--- config.mk ---
export PLATFORM = sky130hd
export DESIGN_NAME = shift_engine
export DESIGN_NICKNAME = d
export VERILOG_FILES = /design/src/rtl/shift_engine_pkg.sv /design/src/rtl/shift_core.sv /design/src/rtl/shift_engine.sv
export SDC_FILE = /design/constraint.sdc
export NUM_CORES = 1
export LEC_CHECK = 0
export CAP_MARGIN = 20
export CORE_ASPECT_RATIO = 1.2
export CORE_MARGIN = 3
export CORE_UTILIZATION = 46
export CTS_CLUSTER_SIZE = 40
export DETAILED_ROUTE_END_ITERATION = 8
export PLACE_DENSITY = 0.83
export SETUP_SLACK_MARGIN = 0.4
export SLEW_MARGIN = 15
export SYNTH_ARGS = -nofsm -noshare
export SYNTH_HDL_FRONTEND = slang
export SYNTH_HIERARCHICAL = 1
export SYNTH_SLANG_ARGS = --single-unit
--- constraint.sdc ---
create_clock -name clk -period 3.1 [get_ports clk]
set_input_delay 0.62 -clock clk [delete_from_list [all_inputs] [get_ports clk]]
set_output_delay 0.62 -clock clk [all_outputs]
set_load 0.03 [all_outputs]
--- src/rtl/shift_engine_pkg.sv ---
// Shared encodings for the shift engine: manual op codes and FSM states.
package shift_engine_pkg;

  // Manual register operations, also used internally to drive the core mux
  localparam logic [1:0] MODE_HOLD  = 2'b00;
  localparam logic [1:0] MODE_RIGHT = 2'b01;
  localparam logic [1:0] MODE_LEFT  = 2'b10;
  localparam logic [1:0] MODE_PLOAD = 2'b11;

  // Transfer FSM states
  localparam logic [0:0] ST_IDLE = 1'b0;
  localparam logic [0:0] ST_XFER = 1'b1;

endpackage

--- src/rtl/shift_core.sv ---
// WIDTH-bit register with a hold/right/left/load mux, gated by en.
module shift_core
  import shift_engine_pkg::*;
#(
  parameter int WIDTH = 8
) (
  input  logic             clk,
  input  logic             rst_n,
  input  logic             en,
  input  logic [1:0]       op,
  input  logic [WIDTH-1:0] parallel_in,
  input  logic             serial_in,
  output logic [WIDTH-1:0] q
);

  logic [WIDTH-1:0] reg_q, reg_d;

  // Next register value: only an enabled op changes the contents
  always_comb begin
    reg_d = reg_q;
    if (en) begin
      case (op)
        MODE_RIGHT: reg_d = {serial_in, reg_q[WIDTH-1:1]};
        MODE_LEFT:  reg_d = {reg_q[WIDTH-2:0], serial_in};
        MODE_PLOAD: reg_d = parallel_in;
        default:    reg_d = reg_q;
      endcase
    end
  end

  // Register update with synchronous clear
  always_ff @(posedge clk) begin
    if (!rst_n) reg_q <= '0;
    else        reg_q <= reg_d;
  end

  assign q = reg_q;

endmodule

--- src/rtl/shift_engine.sv ---
// Shift engine: manual shift register plus an automatic WIDTH-bit transfer
// sequencer (IDLE/XFER) with remaining-shift counter and done pulse.
module shift_engine
  import shift_engine_pkg::*;
#(
  parameter int WIDTH = 8
) (
  input  logic                       clk,
  input  logic                       rst_n,
  input  logic                       shift_en,
  input  logic [1:0]                 mode,
  input  logic [WIDTH-1:0]           parallel_in,
  input  logic                       serial_in,
  input  logic                       start,
  input  logic                       lsb_first,
  output logic [WIDTH-1:0]           parallel_out,
  output logic                       serial_out,
  output logic                       busy,
  output logic                       done,
  output logic [$clog2(WIDTH+1)-1:0] bit_count
);

  localparam int CW = $clog2(WIDTH+1);

  logic [0:0]    state_q, state_d;
  logic          dir_q, dir_d;
  logic [CW-1:0] cnt_q, cnt_d;
  logic          done_q, done_d;
  logic          core_en;
  logic [1:0]    core_op;
  logic [WIDTH-1:0] core_q;

  shift_core #(.WIDTH(WIDTH)) u_core (
    .clk         (clk),
    .rst_n       (rst_n),
    .en          (core_en),
    .op          (core_op),
    .parallel_in (parallel_in),
    .serial_in   (serial_in),
    .q           (core_q)
  );

  // FSM: start wins over manual ops in IDLE; XFER shifts in the latched
  // direction on each strobe and ignores mode/start/lsb_first entirely
  always_comb begin
    state_d = state_q;
    dir_d   = dir_q;
    cnt_d   = cnt_q;
    done_d  = 1'b0;
    core_en = 1'b0;
    core_op = MODE_HOLD;
    case (state_q)
      ST_IDLE: begin
        if (start) begin
          core_en = 1'b1;
          core_op = MODE_PLOAD;
          dir_d   = lsb_first;
          cnt_d   = CW'(WIDTH);
          state_d = ST_XFER;
        end else begin
          core_en = shift_en;
          core_op = mode;
        end
      end
      default: begin
        if (shift_en) begin
          core_en = 1'b1;
          core_op = dir_q ? MODE_RIGHT : MODE_LEFT;
          cnt_d   = cnt_q - CW'(1);
          if (cnt_q == CW'(1)) begin
            state_d = ST_IDLE;
            done_d  = 1'b1;
          end
        end
      end
    endcase
  end

  // Control state; reset aborts any transfer without a done pulse
  always_ff @(posedge clk) begin
    if (!rst_n) begin
      state_q <= ST_IDLE;
      dir_q   <= 1'b0;
      cnt_q   <= '0;
      done_q  <= 1'b0;
    end else begin
      state_q <= state_d;
      dir_q   <= dir_d;
      cnt_q   <= cnt_d;
      done_q  <= done_d;
    end
  end

  assign parallel_out = core_q;
  assign serial_out   = dir_q ? core_q[0] : core_q[WIDTH-1];
  assign busy         = (state_q == ST_XFER);
  assign done         = done_q;
  assign bit_count    = cnt_q;

endmodule

==> metrics.yaml <==
min_period_ps: 2290
worst_hold_path_type: "reg2reg"
crit_buf_inv: 1
syn_area_per_cell_um2: 9.18
cellPowerDensity_nw_per_um2: 468
grt_setup_unrepaired: "no"
syn-num-nets: 108
r2r-end: "u_core/q[7]"
synth.ff_latch_count: 15
die_area_um2: 2340
mapped_cell_area_um2: 826
rrSetupSlack_ps: 1400
areaGrowthSynthToFinish_pct: 40.0
route.vias.total: 793
finClkSkew_ps: 9.75
grt_max_degree: 15
cts_tree: "yes"
crit-reg2reg-launch: "busy"
slew_violations: 0
crit_path_start_kind: "flop"
setup_viol: 0
drt_pre_antenna_iters: 4
cts-hold-fix-buffers: 0
port_buffers: 30
count_of_nets_after_finishing: 141
endpoint_class_of_the_critical_path: "output port"
synth-async-reset-ratio_pct: 0
post-synth-top-count-cell: "sky130_fd_sc_hd__dfxtp_1"
cp_data_required_time_ps: 2480
count_of_flip_flops_with_a_built_in_enable_after_synthesis: 0
cts_setup_buffers: 0
run_status: "finished clean"
yosysWarningCount: 6
htree_levels: 1
place_congestion: 0.797
drt.antenna.violating_nets: 0
total_core_area_um2: 1660
final_min_period_over_clock_period_pct: 73.7
ff2ff_path_depth: 6
floorplan.die.width_um: 44.7
setup_total_negative_slack_ps: 0
crit_end: "busy"
finalHoldWorstSlack_ps: 519
max_cap_viol_count: 0
worst_path_largest_cell_delay_ps: 760
initial_util_pct: 49.7
synth.area.top_cells: "sky130_fd_sc_hd__dfxtp_1 36%, sky130_fd_sc_hd__mux2_4 15%, sky130_fd_sc_hd__o21ai_0 7.3%"
dp_hpwl_um: 1510
tightest_slew_ps: 457
timing.critical_path.depth: 1
critPathArrivalTime_ps: 1670
dr.first_iter.drc_count: 12
fmax_ghz: 0.437
synth_commonest_cells: "15 x sky130_fd_sc_hd__dfxtp_1, 13 x sky130_fd_sc_hd__nor2_1, 12 x sky130_fd_sc_hd__o21ai_0"
critical_path_peak_fanout: 14
synth.distinct_cells: 24
max-slew-margin-rel_pct: 69.5
insertion_delay_ps: 280
grt_antenna_before_repair: 0
grt.overflow.total: 0
numClockSinks: 15
grt_use_total_pct: 18.3
post_cts_resized: 0
max_clock_buf_depth: 2
synth_sequential_area_ratio_pct: 36.4
totalWireLength_um: 2000
global_route_wire_length_before_repair_um: 3250
io-pin-count: 31
synth_top_area_share_pct: 36.4
wire_per_inst_um: 14.3
remaining_drc_errors: 0
antenna-diode-count: 0
peak_supply_drop_mv: 0.290
cts_made_buffers: 3
worst_setup_path_startpoint: "busy"
synth_flop_cell: "sky130_fd_sc_hd__dfxtp_1"
cts.reportedPaths.clkPinSlew_ps: 100
worstSetupPathType: "reg2out"
timing.critical_path.slowest_stage_cell: "sky130_fd_sc_hd__clkdlybuf4s50_1"
clock-root-buffer: "sky130_fd_sc_hd__clkbuf_4"
timing_hold_violations_final: 0
critical_path.cell_chain: "clkdlybuf4s50_1"
synth_cells: 90
vias_per_cell: 5.66
crit_family: "buffers and inverters"
floorplan.die.height_um: 52.4
first_global_vias: 751
cellLeakagePower_nw: 0.475
post_route_cells_drive_above_1_share_pct: 13.1
rows: 16
synth.largest_area_cell: "sky130_fd_sc_hd__dfxtp_1"
==> logic make-up (layout without fill, tap and decap cells) <==
logic type	count (synthesis)	in the layout	synth area share, %
fa+ha+maj	2	2	3.03
mux	11	11	18.3
buf+inv	7	39	5.15
flops	15	15	36.4
simple gates	27	27	17.3
compound gates	28	28	19.9
==> cells in the final DEF (no fill, tap or decap), types with 2 or more instances in the layout <==
| cell | synthesis | final |
|---|---|---|
| sky130_fd_sc_hd__a21oi_1 | 2 | 2 |
| sky130_fd_sc_hd__a31oi_1 | 3 | 3 |
| sky130_fd_sc_hd__clkbuf_4 | 0 | 3 |
| sky130_fd_sc_hd__clkdlybuf4s50_1 | 0 | 30 |
| sky130_fd_sc_hd__dfxtp_1 | 15 | 15 |
| sky130_fd_sc_hd__ha_1 | 2 | 2 |
| sky130_fd_sc_hd__inv_1 | 4 | 4 |
| sky130_fd_sc_hd__mux2_4 | 8 | 8 |
| sky130_fd_sc_hd__mux2i_1 | 2 | 2 |
| sky130_fd_sc_hd__nand2_1 | 4 | 4 |
| sky130_fd_sc_hd__nand2b_1 | 2 | 2 |
| sky130_fd_sc_hd__nand3_1 | 2 | 2 |
| sky130_fd_sc_hd__nand3b_1 | 2 | 2 |
| sky130_fd_sc_hd__nor2_1 | 13 | 13 |
| sky130_fd_sc_hd__o21ai_0 | 12 | 11 |
| sky130_fd_sc_hd__o22ai_1 | 8 | 8 |
==> flip-flops by register name (all words and copies together), names as in the netlist <==
signal / count
bit_count: 4
busy: 1
dir_q: 1
done: 1
u_core/q: 8
==> where the power goes <==
group	leakage [nW]	internal, mW	total, mW	switching, mW
Clock	0.0177	0.0478	0.113	0.0648
Sequential	0.124	0.211	0.233	0.0216
Combinational	0.333	0.0992	0.196	0.0964
==> metal layers <==
layer	vias to the layer above	routed length [um]	GRT usage, %	share of wire [%]
li1	397	-	-	-
met1	367	873	23.0	44
met2	27	991	31.3	50
met3	2	122	2.41	6.1
met4	0	9	6.03	0.45
met5	-	0	0	0
==> final cells by class <==
class | count | area (um^2)
inverter | 4 | 15.0
clock inverter | 1 | 5.00
tap | 18 | 22.5
clock buffer | 3 | 22.5
fill | 141 | 505
timing repair buffer | 31 | 308
sequential | 15 | 300
multi-input combinational | 68 | 483
==> through the flow <==
stage               total power [mW]  setup slack (ps)  cell area [um^2]  util [%]  std cells
detailed placement             0.432               740              1130      67.9        136
floorplan                      0.358              1370               826         -         90
CTS                            0.543               806              1160      69.6        140
global placement               0.428               804              1130      67.9        136
global route                   0.568               718              1160      69.6        140
finish                         0.541               814              1160      69.6        140
==> how the worst min path moves through the flow <==
stage                 startpoint  endpoint  slack, ps  depth (start not counted)
floorplan                  dir_q     dir_q        510                          2
global placement    bit_count[3]      busy        500                          2
detailed placement  bit_count[3]      busy        510                          2
CTS                 bit_count[3]      busy        520                          2
global route        bit_count[3]      busy        550                          2
finish              bit_count[3]      busy        520                          2
Note: power is estimated with default switching activity, not from simulation.
